`config.mk`:
```
export PLATFORM = sky130hd
export DESIGN_NAME = ram_sync_param
export DESIGN_NICKNAME = d
export VERILOG_FILES = /design/src/rtl/ram_pkg.sv /design/src/rtl/ram_clear_seq.sv /design/src/rtl/ram_sync_param.sv
export SDC_FILE = /design/constraint.sdc
export NUM_CORES = 1
export LEC_CHECK = 0
export CORE_UTILIZATION = 45
export CTS_CLUSTER_SIZE = 24
export DETAILED_ROUTE_END_ITERATION = 7
export DONT_BUFFER_PORTS = 1
export PLACE_DENSITY = 0.69
export SETUP_SLACK_MARGIN = 0.05
export SLEW_MARGIN = 20
export SYNTH_ARGS = -nofsm -noshare
export SYNTH_HDL_FRONTEND = slang
export SYNTH_HIERARCHICAL = 1
export SYNTH_SLANG_ARGS = --single-unit
```
`constraint.sdc`:
```
create_clock -name clk -period 4 [get_ports clk]
set_clock_uncertainty 0.1 [all_clocks]
set_input_delay 0.4 -clock clk [delete_from_list [all_inputs] [get_ports clk]]
set_output_delay 0.4 -clock clk [all_outputs]
set_load 0.05 [all_outputs]
```
`src/rtl/ram_pkg.sv`:
```
// Shared types and helpers for the parametrised synchronous RAM.
package ram_pkg;

    typedef enum logic {
        ST_CLEAR = 1'b0,
        ST_IDLE  = 1'b1
    } state_t;

    localparam int READ_LAT_MIN = 1;
    localparam int READ_LAT_MAX = 2;
    localparam int BYTE_W       = 8;

    function automatic int lanes(input int data_w);
        return data_w / BYTE_W;
    endfunction

    // Even parity: stored bit makes the 9-bit group have an even number of ones.
    function automatic logic byte_parity(input logic [BYTE_W-1:0] b);
        return ^b;
    endfunction

endpackage

```
`src/rtl/ram_clear_seq.sv`:
```
// Post-reset zero-clear sequencer: sweeps every word once, then opens the RAM for requests.
module ram_clear_seq
    import ram_pkg::*;
#(
    parameter int DEPTH  = 32,
    parameter int ADDR_W = 5
) (
    input  logic              clk,
    input  logic              rst,
    output logic              ready,
    output logic              clr_we,
    output logic [ADDR_W-1:0] clr_addr
);

    localparam logic [ADDR_W-1:0] LAST_ADDR = ADDR_W'(DEPTH - 1);

    state_t            state;
    logic [ADDR_W-1:0] clr_ptr;

    // Clear walk and ready flag; reset restarts the walk from word 0.
    always_ff @(posedge clk) begin
        if (rst) begin
            state   <= ST_CLEAR;
            clr_ptr <= '0;
            ready   <= 1'b0;
        end else begin
            case (state)
                ST_CLEAR: begin
                    if (clr_ptr == LAST_ADDR) begin
                        state   <= ST_IDLE;
                        clr_ptr <= '0;
                        ready   <= 1'b1;
                    end else begin
                        clr_ptr <= clr_ptr + ADDR_W'(1);
                        ready   <= 1'b0;
                    end
                end
                ST_IDLE: begin
                    ready <= 1'b1;
                end
                default: begin
                    state   <= ST_CLEAR;
                    clr_ptr <= '0;
                    ready   <= 1'b0;
                end
            endcase
        end
    end

    // No clear write happens in the reset cycle itself, so memory is untouched by rst.
    assign clr_we   = (state == ST_CLEAR) && !rst;
    assign clr_addr = clr_ptr;

endmodule

```
`src/rtl/ram_sync_param.sv`:
```
// Parametrised synchronous single-port RAM with byte enables, zero-clear and range check.
// Optional per-byte even parity when RAM_PARITY_EN is defined.
module ram_sync_param
    import ram_pkg::*;
#(
    parameter int DATA_W   = 32,
    parameter int ADDR_W   = 5,
    parameter int DEPTH    = 32,
    parameter int READ_LAT = 1
) (
    input  logic                    clk,
    input  logic                    rst,
    input  logic                    req,
    input  logic                    writeOn,
    input  logic [ADDR_W-1:0]       address,
    input  logic [DATA_W-1:0]       data_in,
    input  logic [DATA_W/8-1:0]     byte_en,
    output logic                    ready,
    output logic [DATA_W-1:0]       data_out,
    output logic                    data_valid,
    output logic                    addr_err,
    output logic                    parity_err
);

    localparam int LANES = lanes(DATA_W);
    localparam logic [ADDR_W:0] DEPTH_V = (ADDR_W + 1)'(DEPTH);

    if (READ_LAT < READ_LAT_MIN || READ_LAT > READ_LAT_MAX) begin : g_bad_lat
        $error("ram_sync_param: READ_LAT must be 1 or 2");
    end
    if ((DATA_W % BYTE_W) != 0 || DEPTH < 1 || DEPTH > (1 << ADDR_W)) begin : g_bad_geom
        $error("ram_sync_param: illegal DATA_W/DEPTH");
    end

    logic              clr_we;
    logic [ADDR_W-1:0] clr_addr;
    logic              accept;
    logic              in_range;
    logic              rd_acc;
    logic              wr_ok;
    logic [DATA_W-1:0] rd_data;
    logic              rd_perr;

    logic [DATA_W-1:0] mem [DEPTH];

    ram_clear_seq #(
        .DEPTH  (DEPTH),
        .ADDR_W (ADDR_W)
    ) u_clear (
        .clk      (clk),
        .rst      (rst),
        .ready    (ready),
        .clr_we   (clr_we),
        .clr_addr (clr_addr)
    );

    assign accept   = req && ready && !rst;
    assign in_range = ({1'b0, address} < DEPTH_V);
    assign rd_acc   = accept && !writeOn;
    assign wr_ok    = accept && writeOn && in_range;
    assign rd_data  = in_range ? mem[address] : '0;

    // Storage: the clear sweep owns the port while active, otherwise byte-lane merge.
    always_ff @(posedge clk) begin
        if (clr_we) begin
            mem[clr_addr] <= '0;
        end else if (wr_ok) begin
            for (int b = 0; b < LANES; b++) begin
                if (byte_en[b]) begin
                    mem[address][b*BYTE_W +: BYTE_W] <= data_in[b*BYTE_W +: BYTE_W];
                end
            end
        end
    end

`ifdef RAM_PARITY_EN
    logic [LANES-1:0] par_mem [DEPTH];

    // Parity shadow follows the data array lane by lane.
    always_ff @(posedge clk) begin
        if (clr_we) begin
            par_mem[clr_addr] <= '0;
        end else if (wr_ok) begin
            for (int b = 0; b < LANES; b++) begin
                if (byte_en[b]) begin
                    par_mem[address][b] <= byte_parity(data_in[b*BYTE_W +: BYTE_W]);
                end
            end
        end
    end

    // Recompute parity on the word being read and compare against the shadow.
    always_comb begin
        rd_perr = 1'b0;
        if (in_range) begin
            for (int b = 0; b < LANES; b++) begin
                if (byte_parity(mem[address][b*BYTE_W +: BYTE_W]) != par_mem[address][b]) begin
                    rd_perr = 1'b1;
                end
            end
        end else begin
            rd_perr = 1'b0;
        end
    end
`else
    assign rd_perr = 1'b0;
`endif

    logic [READ_LAT-1:0] v_r;
    logic [READ_LAT-1:0] pe_r;
    logic [DATA_W-1:0]   d_r [READ_LAT];

    // Read pipeline; a data stage only reloads when a result passes, so data_out holds.
    always_ff @(posedge clk) begin
        if (rst) begin
            v_r      <= '0;
            pe_r     <= '0;
            for (int i = 0; i < READ_LAT; i++) begin
                d_r[i] <= '0;
            end
            addr_err <= 1'b0;
        end else begin
            v_r[0]  <= rd_acc;
            pe_r[0] <= rd_acc && rd_perr;
            if (rd_acc) begin
                d_r[0] <= rd_data;
            end
            for (int i = 1; i < READ_LAT; i++) begin
                v_r[i]  <= v_r[i-1];
                pe_r[i] <= pe_r[i-1];
                if (v_r[i-1]) begin
                    d_r[i] <= d_r[i-1];
                end
            end
            addr_err <= accept && !in_range;
        end
    end

    assign data_out   = d_r[READ_LAT-1];
    assign data_valid = v_r[READ_LAT-1];
    assign parity_err = pe_r[READ_LAT-1];

endmodule

```
==> results.md <==
* Status: complete, no violations
* Post-synthesis cell area at 0.0416 mm2
* Final Hold Fails at 0
* # nets final at 2084
* Via Count at 19926
* Global-route usage over all layers at 20.1%
* IO buf count at 0
* Async S/R FF share, synth at 0%
* Yosys Warn Count at 6
* Drt total wl at 93800 um
* Clock Latency Late Sink at 0.66 ns
* Max frequency at 0.304 GHz
* Initial antenna violation count at 3
* First-pass GRT wire length at 139000 um
* Worst Path Required at 4.21 ns
* Final Worst Setup Slack at 0.709 ns
* Pre-CTS WS at 0.689 ns
* Clock Sinks at 1063
* Core footprint at 0.0915 mm2
* Power Density at 477 mW/mm2
* Initial core utilization at 45.4%
* Chip Width at 306 um
* Worst slew pin tran at 1.19 ns
* Routability cong. at 0.838
* Period minus WS final at 3.29 ns
* Final core utilization at 50.4%
* Io pins at 81
* Maximum level of the CTS H-tree at 3
* Dpl cells at 3118
* Layout cells sized above 1 at 21.9%
* Maximum clock path buffer count at 3
* Fin Hold WS at 0.0439 ns
* Most frequent cells in the layout: 1056 x edfxtp_1, 224 x mux4_2, 155 x nor2_1, 142 x mux2i_1, 100 x clkbuf_16
* DP Wirelength at 56200 um
* Antenna Cells at 0
* Setup Crit Path Kind: flop to flop
* Max IR drop VDD at 0.327 mV
* Final Setup Violations at 0
* Non-Filler Instances at 3303
* Clk slew on worst S/H paths at 0.06 ns
* Area growth syn-to-layout at 11.0%
* Relative slew slack at 20.8%
* Commonest non-fill, non-tap cell in the layout: edfxtp_1
* MaxCap Viol Count at 0
* CP arrival at 3.50 ns
* DR DRC count at 0
* Crit-path max FO at 38
* GR Overflow Total at 0
* Row count at 111
* RSZ-0062 raised after global routing: false
* Startpoint Class: flop
* DR iter-0 viols at 2396
* Setup TNS at 0 ns
* CTS-repair resized insts at 0
* Antenna violation net count after detailed routing at 0
* Die footprint at 0.0936 mm2
* Largest net degree at the start of global routing at 296
* Prevailing post-synth register cell: edfxtp_1
* Post-synth top area share at 76.3%
* Average cell area after synthesis at 21.0 um2
* LEAKAGE at 16.6 nW
* Hold WC Path Type: input port to flop
* CTS tree: yes
* Vias per cell at 6.03
* Post-synth EDFFs at 1056
* Post-synthesis register bit count at 1063
* Vias in the first global route at 20436
* Sequential share of the synthesized area at 76.6%
* Fin. max-slew vios at 0
* Worst setup EP type: flop
* Distinct cells, synth at 44
* Die Y-Extent at 306 um
* CTS root buf: clkbuf_16
* Pre-antenna DRT Iters at 5
* CTS buffer count at 99
* Tcrit/Tclk final at 82.3%
* Synth area leader: edfxtp_1
* Syn Inst Count at 1977
* Top post-synthesis cells by area: edfxtp_1 76%, mux4_2 12%, mux2i_1 3.5%
* Wire per inst at 28.4 um
==> what timing repair did <==
action	CTS	global route
hold endpoints to repair	38	0
hold buffers	4	0
buffers inserted	0	0
==> power by group <==
part | total, W | internal [W] | switching, W
clock network | 0.00926 | 0.00526 | 0.00401
logic | 0.000520 | 0.000235 | 0.000285
registers | 0.0122 | 0.0121 | 0.0000732
total | 0.0220 | 0.0176 | 0.00437
==> critical path, cell delays in order (launching register included) <==
cell and delay (ns):
dfxtp_1 0.35, nand4b_1 0.27, nor3_2 0.47, buf_4 0.27, buf_12 0.27, mux2i_2 0.81, nor2_1 0.40
==> registers in the layout (all words and copies together) (netlist names) <==
name,count
d_r,32
data_valid,1
mem,1024
u_clear/clr_addr,5
u_clear/ready,1
==> Yosys cell counts (4+ instances only) <==
master / n
a21o_1: 4
a221o_1: 32
a221oi_1: 24
a22oi_1: 32
a31oi_1: 33
and2_1: 33
buf_12: 4
buf_2: 41
buf_4: 17
buf_6: 14
clkbuf_1: 39
dfxtp_1: 7
edfxtp_1: 1056
mux2i_1: 146
mux4_2: 224
nand2_1: 21
nand2b_1: 9
nand3_2: 4
nor2_1: 157
nor3_1: 14
o2111ai_1: 8
o21ai_0: 9
o21ai_1: 21
==> area by class of cell <==
class	count	area [um2]
clock buffer	119	2570
clock inverter	62	616
fill	6944	45400
inverter	2	10.0
multi-input combinational	795	9020
sequential	1063	31900
tap	1186	1480
timing repair buffer	76	603
==> cells by family after synthesis <==
family,synth area share [%]
AOI/OAI and AO/OA,3.04
adders and majority gates,0.0602
buffers and inverters,1.82
DFF,76.6
muxes,15.6
other,0.00902
and+or+nand+nor,2.81
==> final timing paths <==
kind	from	endpoint	slack, ns	cells past startpoint
max	u_clear/ready	mem[21][26]	0.71	6
max reg2reg	u_clear/ready	mem[21][26]	0.71	6
min	address[3]	d_r[0][9]	0.04	2
min reg2reg	u_clear/clr_addr[2]	u_clear/clr_addr[2]	0.48	2
==> metal layers <==
layer	wire (um)	part of all wire (%)	vias up	track usage (%)
li1	-	-	8352	-
met1	37300	40	10495	27.5
met2	46700	50	914	33.2
met3	7150	7.6	159	3.47
met4	2610	2.8	6	6.37
met5	45	0.048	-	0
==> stage by stage <==
step / instance area, um2 / power [W]
2_1_floorplan: 41600 / 0.0129
3_3_place_gp: 42900 / 0.0129
3_5_place_dp: 42900 / 0.0130
4_1_cts: 46200 / 0.0221
5_1_grt: 46200 / 0.0225
6_report: 46200 / 0.0220
No activity file was read; power rests on OpenSTA's default activity.
